<file path="src/rtl/mul_pkg.sv">
// Shared types and helpers for the sequential shift-add multiplier.
package mul_pkg;

  typedef enum logic [1:0] {
    IDLE = 2'd0,
    CALC = 2'd1,
    DONE = 2'd2
  } mul_state_e;

  // Iteration counter must be able to hold the value WIDTH itself.
  function automatic int unsigned cnt_width(input int unsigned width);
    return $clog2(width + 1);
  endfunction

endpackage

</file>
<file path="src/rtl/mul_sign_adj.sv">
// Conditional two's-complement negate: abs() of operands when neg_i is the sign bit,
// or sign restoration of the result.
module mul_sign_adj #(
  parameter int unsigned Width = 8
) (
  input  logic [Width-1:0] data_i,
  input  logic             neg_i,
  output logic [Width-1:0] data_o
);

  always_comb begin
    data_o = data_i;
    if (neg_i) begin
      data_o = ~data_i + Width'(1);
    end
  end

endmodule

</file>
<file path="src/rtl/seq_multiplier.sv">
// Sequential shift-add multiplier: WIDTH add steps over operand magnitudes, then one
// cycle to restore the sign, with valid/ready handshakes on both sides.
module seq_multiplier
  import mul_pkg::*;
#(
  parameter int unsigned WIDTH     = 8,
  parameter bit          SIGNED_EN = 1'b1
) (
  input  logic                 clk,
  input  logic                 rst_n,
  input  logic                 in_valid,
  output logic                 in_ready,
  input  logic [WIDTH-1:0]     a,
  input  logic [WIDTH-1:0]     b,
  input  logic                 is_signed,
  output logic                 out_valid,
  input  logic                 out_ready,
  output logic [2*WIDTH-1:0]   product,
  output logic                 busy
);

  localparam int unsigned CntW = cnt_width(WIDTH);
  localparam int unsigned PW   = 2 * WIDTH;

  mul_state_e       state_q;
  logic [PW-1:0]    acc_q;
  logic [PW-1:0]    mcand_q;
  logic [WIDTH-1:0] mplier_q;
  logic [CntW-1:0]  cnt_q;
  logic             neg_q;
  logic [PW-1:0]    product_q;
  logic             out_valid_q;
  logic             in_ready_q;
  logic             busy_q;

  logic             sign_mode;
  logic             a_neg;
  logic             b_neg;
  logic [WIDTH-1:0] a_mag;
  logic [WIDTH-1:0] b_mag;
  logic [PW-1:0]    addend;
  logic [PW-1:0]    res_adj;

  always_comb begin
    sign_mode = SIGNED_EN && is_signed;
    a_neg     = sign_mode && a[WIDTH-1];
    b_neg     = sign_mode && b[WIDTH-1];
    addend    = mplier_q[0] ? mcand_q : '0;
  end

  // A magnitude of -2^(WIDTH-1) is 2^(WIDTH-1), which still fits unsigned in WIDTH bits.
  mul_sign_adj #(
    .Width (WIDTH)
  ) u_abs_a (
    .data_i (a),
    .neg_i  (a_neg),
    .data_o (a_mag)
  );

  mul_sign_adj #(
    .Width (WIDTH)
  ) u_abs_b (
    .data_i (b),
    .neg_i  (b_neg),
    .data_o (b_mag)
  );

  mul_sign_adj #(
    .Width (PW)
  ) u_res_sign (
    .data_i (acc_q),
    .neg_i  (neg_q),
    .data_o (res_adj)
  );

  always_ff @(posedge clk) begin
    if (!rst_n) begin
      state_q     <= IDLE;
      acc_q       <= '0;
      mcand_q     <= '0;
      mplier_q    <= '0;
      cnt_q       <= '0;
      neg_q       <= 1'b0;
      product_q   <= '0;
      out_valid_q <= 1'b0;
      in_ready_q  <= 1'b1;
      busy_q      <= 1'b0;
    end else begin
      unique case (state_q)
        IDLE: begin
          if (in_valid) begin
            mcand_q    <= {{WIDTH{1'b0}}, a_mag};
            mplier_q   <= b_mag;
            neg_q      <= a_neg ^ b_neg;
            acc_q      <= '0;
            cnt_q      <= '0;
            in_ready_q <= 1'b0;
            busy_q     <= 1'b1;
            state_q    <= CALC;
          end
        end
        CALC: begin
          // WIDTH add steps, then a final cycle that applies the sign to the magnitude.
          if (cnt_q == CntW'(WIDTH)) begin
            product_q   <= res_adj;
            out_valid_q <= 1'b1;
            state_q     <= DONE;
          end else begin
            acc_q    <= acc_q + addend;
            mcand_q  <= mcand_q << 1;
            mplier_q <= mplier_q >> 1;
            cnt_q    <= cnt_q + CntW'(1);
          end
        end
        DONE: begin
          if (out_ready) begin
            out_valid_q <= 1'b0;
            in_ready_q  <= 1'b1;
            busy_q      <= 1'b0;
            state_q     <= IDLE;
          end
        end
        default: begin
          state_q <= IDLE;
        end
      endcase
    end
  end

  assign in_ready  = in_ready_q;
  assign out_valid = out_valid_q;
  assign product   = product_q;
  assign busy      = busy_q;

endmodule

</file>
<file path="config.mk">
export PLATFORM = sky130hd
export DESIGN_NAME = seq_multiplier
export DESIGN_NICKNAME = d
export VERILOG_FILES = /design/src/rtl/mul_pkg.sv /design/src/rtl/mul_sign_adj.sv /design/src/rtl/seq_multiplier.sv
export SDC_FILE = /design/constraint.sdc
export NUM_CORES = 1
export LEC_CHECK = 0
export BUFFER_PORTS_ARGS = -buffer_cell sky130_fd_sc_hd__buf_2
export CELL_PAD_IN_SITES_DETAIL_PLACEMENT = 1
export CELL_PAD_IN_SITES_GLOBAL_PLACEMENT = 1
export CORE_MARGIN = 2
export CORE_UTILIZATION = 47
export DETAILED_ROUTE_END_ITERATION = 6
export PLACE_DENSITY = 0.93
export SKIP_LAST_GASP = 1
export SYNTH_ARGS = -nofsm -noshare
export SYNTH_HDL_FRONTEND = slang
export SYNTH_SLANG_ARGS = --single-unit
</file>
<file path="constraint.sdc">
create_clock -name clk -period 7.7 [get_ports clk]
set_clock_uncertainty 0.15 [all_clocks]
set_input_delay 1.54 -clock clk [delete_from_list [all_inputs] [get_ports clk]]
set_output_delay 1.54 -clock clk [all_outputs]
set_load 0.005 [all_outputs]
</file>
==> summary.txt <==
Status - finished clean
Ys async rst share - 0%
PwrDens - 176 mW/mm^2
Sequential fraction of the synthesis area - 35.2%
DRC Markers - 0
IO buf count - 39
Slowest library cell on the worst path - dfxtp_1
Final cycle utilization of the critical path - 40.6%
R2R depth - 10
Htree depth - 3
Layout net count - 546
GRT Residual Overflow - 0
Hold crit path type - reg -> reg
Rel. slew slack - 32.1%
Post-synth top flop - dfxtp_1
Hold_sp - product[8]
Area grow syn2layout - 12.5%
Reg clk slew, reported paths - 70 ps
Via count - 3646
CTS buffer count - 9
FF+latch count, synth - 66
CP Capture Type - flip-flop
Post-CTS setup buffer count - 0
Achievable Freq - 320 MHz
Share of layout cells above drive strength 1 - 13.0%
Mapped cell area - 0.00375 mm^2
Initial Util - 48.6%
Die width - 93.4 um
Critical R2R Launch - mplier_q[0]
Mapped Nets - 515
Avg Vias per Cell - 5.97
Hold Vio Cnt, Final - 0
Crit-path cells - and2_1 -> ha_1 -> inv_1 -> fa_1 -> nor2b_1 -> o2111ai_1 -> a21oi_1 -> nor2_1 -> xnor2_1 -> a32o_1
HPWL Detailed - 7580 um
Clock tree buffer depth - 2
Critical path peak fanout - 17
Placer Congestion - 0.859
Post_cts resized - 0
Min Tclk post-route - 3130 ps
Std-Cell Rows - 32
Total GRT Usage - 26.8%
Setup violators final - 0
Die height - 93.4 um
Worst stage delay on the critical path - 680 ps
Largest net degree at the start of global routing - 36
Antenna diode count - 0
WL per Instance - 18.1 um
Least-Margin Pin Slew - 1010 ps
Worst Setup Start Kind - flip-flop
GRT busiest layer - met2
Hold path depth - 2
Pwr Total - 742 uW
Clk_lat worst skew - 360 ps
RSZ-0062 raised after global routing - no
Setup Crit Path Kind - reg -> reg
Die area - 0.00871 mm^2
Gate Count Post-Synth - 473
FF-to-FF setup slack - 4570 ps
Clock Sink Count - 66
1st-pass router iterations - 6
Post-route setup TNS - 0 ps
Ys Warns - 0
Reg2Reg Capture Point - acc_q[10]
Critical path required time - 7790 ps
Core footprint - 0.00773 mm^2
First-pass GRT wire length - 18300 um
DR iter-0 viols - 175
IR drop worst, VDD - 72.8 uV
Final ANT Viol Nets - 0
Hold_buf cts - 0
Leak - 0.00174 uW
Pins over their slew limit - 0
WL final - 11100 um
GRT met2 Usage - 46.0%
Hold endpoint - product[8]
Max_cap viols - 0
# IOs - 40
Vias in the first global route - 3707
M1 GR Usage - 32.4%
Number of cells on the critical path - 10
EDFF count, synth - 0
CP delay by family, top - compound AO/OA/AOI/OAI gates
CTS root buf - clkbuf_8
CP arrival - 3220 ps
Initial antenna violation count - 0
Buffers plus inverters on the worst setup path - 1
CTS tree - built
Cell variety after synth - 48
Avg Cell Area, Syn - 7.93 um^2
M3 GR Usage - 4.59%
[stage by stage]
stage / hold slack, ps / cell area [um^2] / worst slack, ps / util [%] / std cells
4_1_cts: 309 / 4220 / 4610 / 54.6 / 611
6_report: 303 / 4220 / 4570 / 54.6 / 611
5_1_grt: 333 / 4220 / 4410 / 54.6 / 611
3_3_place_gp: 287 / 4020 / 4520 / 52.0 / 595
2_1_floorplan: 281 / 3750 / 4940 / - / 473
3_5_place_dp: 300 / 4020 / 4400 / 52.0 / 595
[cell type report]
class,instances,area [um^2]
Tap cell,102,128
Timing Repair Buffer,42,218
Fill cell,980,3510
Inverter,14,52.6
Clock buffer,12,155
Sequential cell,66,1320
Clock inverter,4,50.0
Multi-Input combinational cell,371,2300
[tightest hold or removal path: stages, from the launching register on]
cell and delay, ps:
dfxtp_1 310, nand2_1 50, a21oi_1 50
[worst max-delay path by stage]
stage           startpoint        end  slack [ps]
2_1_floorplan     in_valid  acc_q[10]        4940
3_3_place_gp         rst_n  acc_q[14]        4520
3_5_place_dp      in_valid  acc_q[10]        4400
4_1_cts        mplier_q[0]  acc_q[10]        4610
5_1_grt        mplier_q[0]  acc_q[10]        4410
6_report       mplier_q[0]  acc_q[10]        4570
[cell families (layout without fill, tap and decap cells)]
logic type	count (synthesis)	count (layout)	share of synthesized area, %
AO/OA/AOI/OAI	126	126	21.7
buffers and inverters	36	72	3.60
multiplexers	3	3	0.867
adder cells (fa/ha/maj)	21	21	7.20
flip-flops	66	66	35.2
XOR/XNOR	38	38	8.87
AND/OR/NAND/NOR	183	183	22.5
[per-layer routing]
layer	wire, um	vias up
li1	-	1734
met1	4730	1772
met2	5490	116
met3	564	24
met4	273	0
met5	0	-
[where the power goes]
| part | leakage [uW] | switching, uW | total [uW] | internal [uW] |
|---|---|---|---|---|
| clock network | 0.0000986 | 138 | 305 | 167 |
| registers | 0.000535 | 10.4 | 361 | 350 |
| logic | 0.00111 | 50.9 | 76.5 | 25.6 |
| total | 0.00174 | 200 | 742 | 543 |
[Yosys cell counts (all sizes together), types with 3 or more instances]
cell | number | share of area (%)
a211oi | 9 | 1.8
nor2b | 5 | 0.83
or3 | 3 | 0.50
nor3 | 5 | 0.67
o31ai | 6 | 1.9
and2 | 15 | 2.5
nand3 | 20 | 2.7
nand2 | 68 | 6.8
a22oi | 5 | 1.0
or2 | 3 | 0.63
clkbuf | 22 | 2.2
xnor2 | 15 | 3.5
a31oi | 4 | 0.67
dfxtp | 66 | 35
nand3b | 4 | 0.80
a222oi | 7 | 1.9
o21ai | 24 | 3.2
o211ai | 3 | 0.60
nand4 | 5 | 0.83
nor2 | 46 | 4.6
a21oi | 50 | 6.7
ha | 20 | 6.7
a21o | 6 | 1.2
xor2 | 23 | 5.4
a221oi | 3 | 0.70
inv | 13 | 1.3
nor4 | 3 | 0.50
[state kept, by name, indices dropped and copies added (netlist names)]
| name | flops |
|---|---|
| in_ready | 1 |
| out_valid | 1 |
| mcand_q | 16 |
| mplier_q | 8 |
| state_q | 2 |
| acc_q | 16 |
| neg_q | 1 |
| product | 16 |
| busy | 1 |
| cnt_q | 4 |
[cell usage in the layout, fill, tap and decap left out, types with 3 or more instances in the layout]
cell type  Yosys  final
xor2_1        23     23
nand2_1       68     68
and2_1        14     14
or3_1          3      3
a222oi_1       7      7
a21oi_1       50     50
nor2_1        46     46
xnor2_1       15     15
nand3b_1       4      4
nand4_1        5      5
o211ai_1       3      3
buf_4          0      3
buf_2          0     39
a22oi_1        5      5
o31ai_1        4      4
clkbuf_8       0     11
ha_1          20     20
o21ai_0       22     22
dfxtp_1       66     66
nor2b_1        5      5
inv_1         13     13
a211oi_1       9      9
nor3_1         5      5
a31oi_1        4      4
nand3_1       20     20
a21o_1         6      6
a221oi_1       3      3
nor4_1         3      3
(Power assumes the default switching activity.)
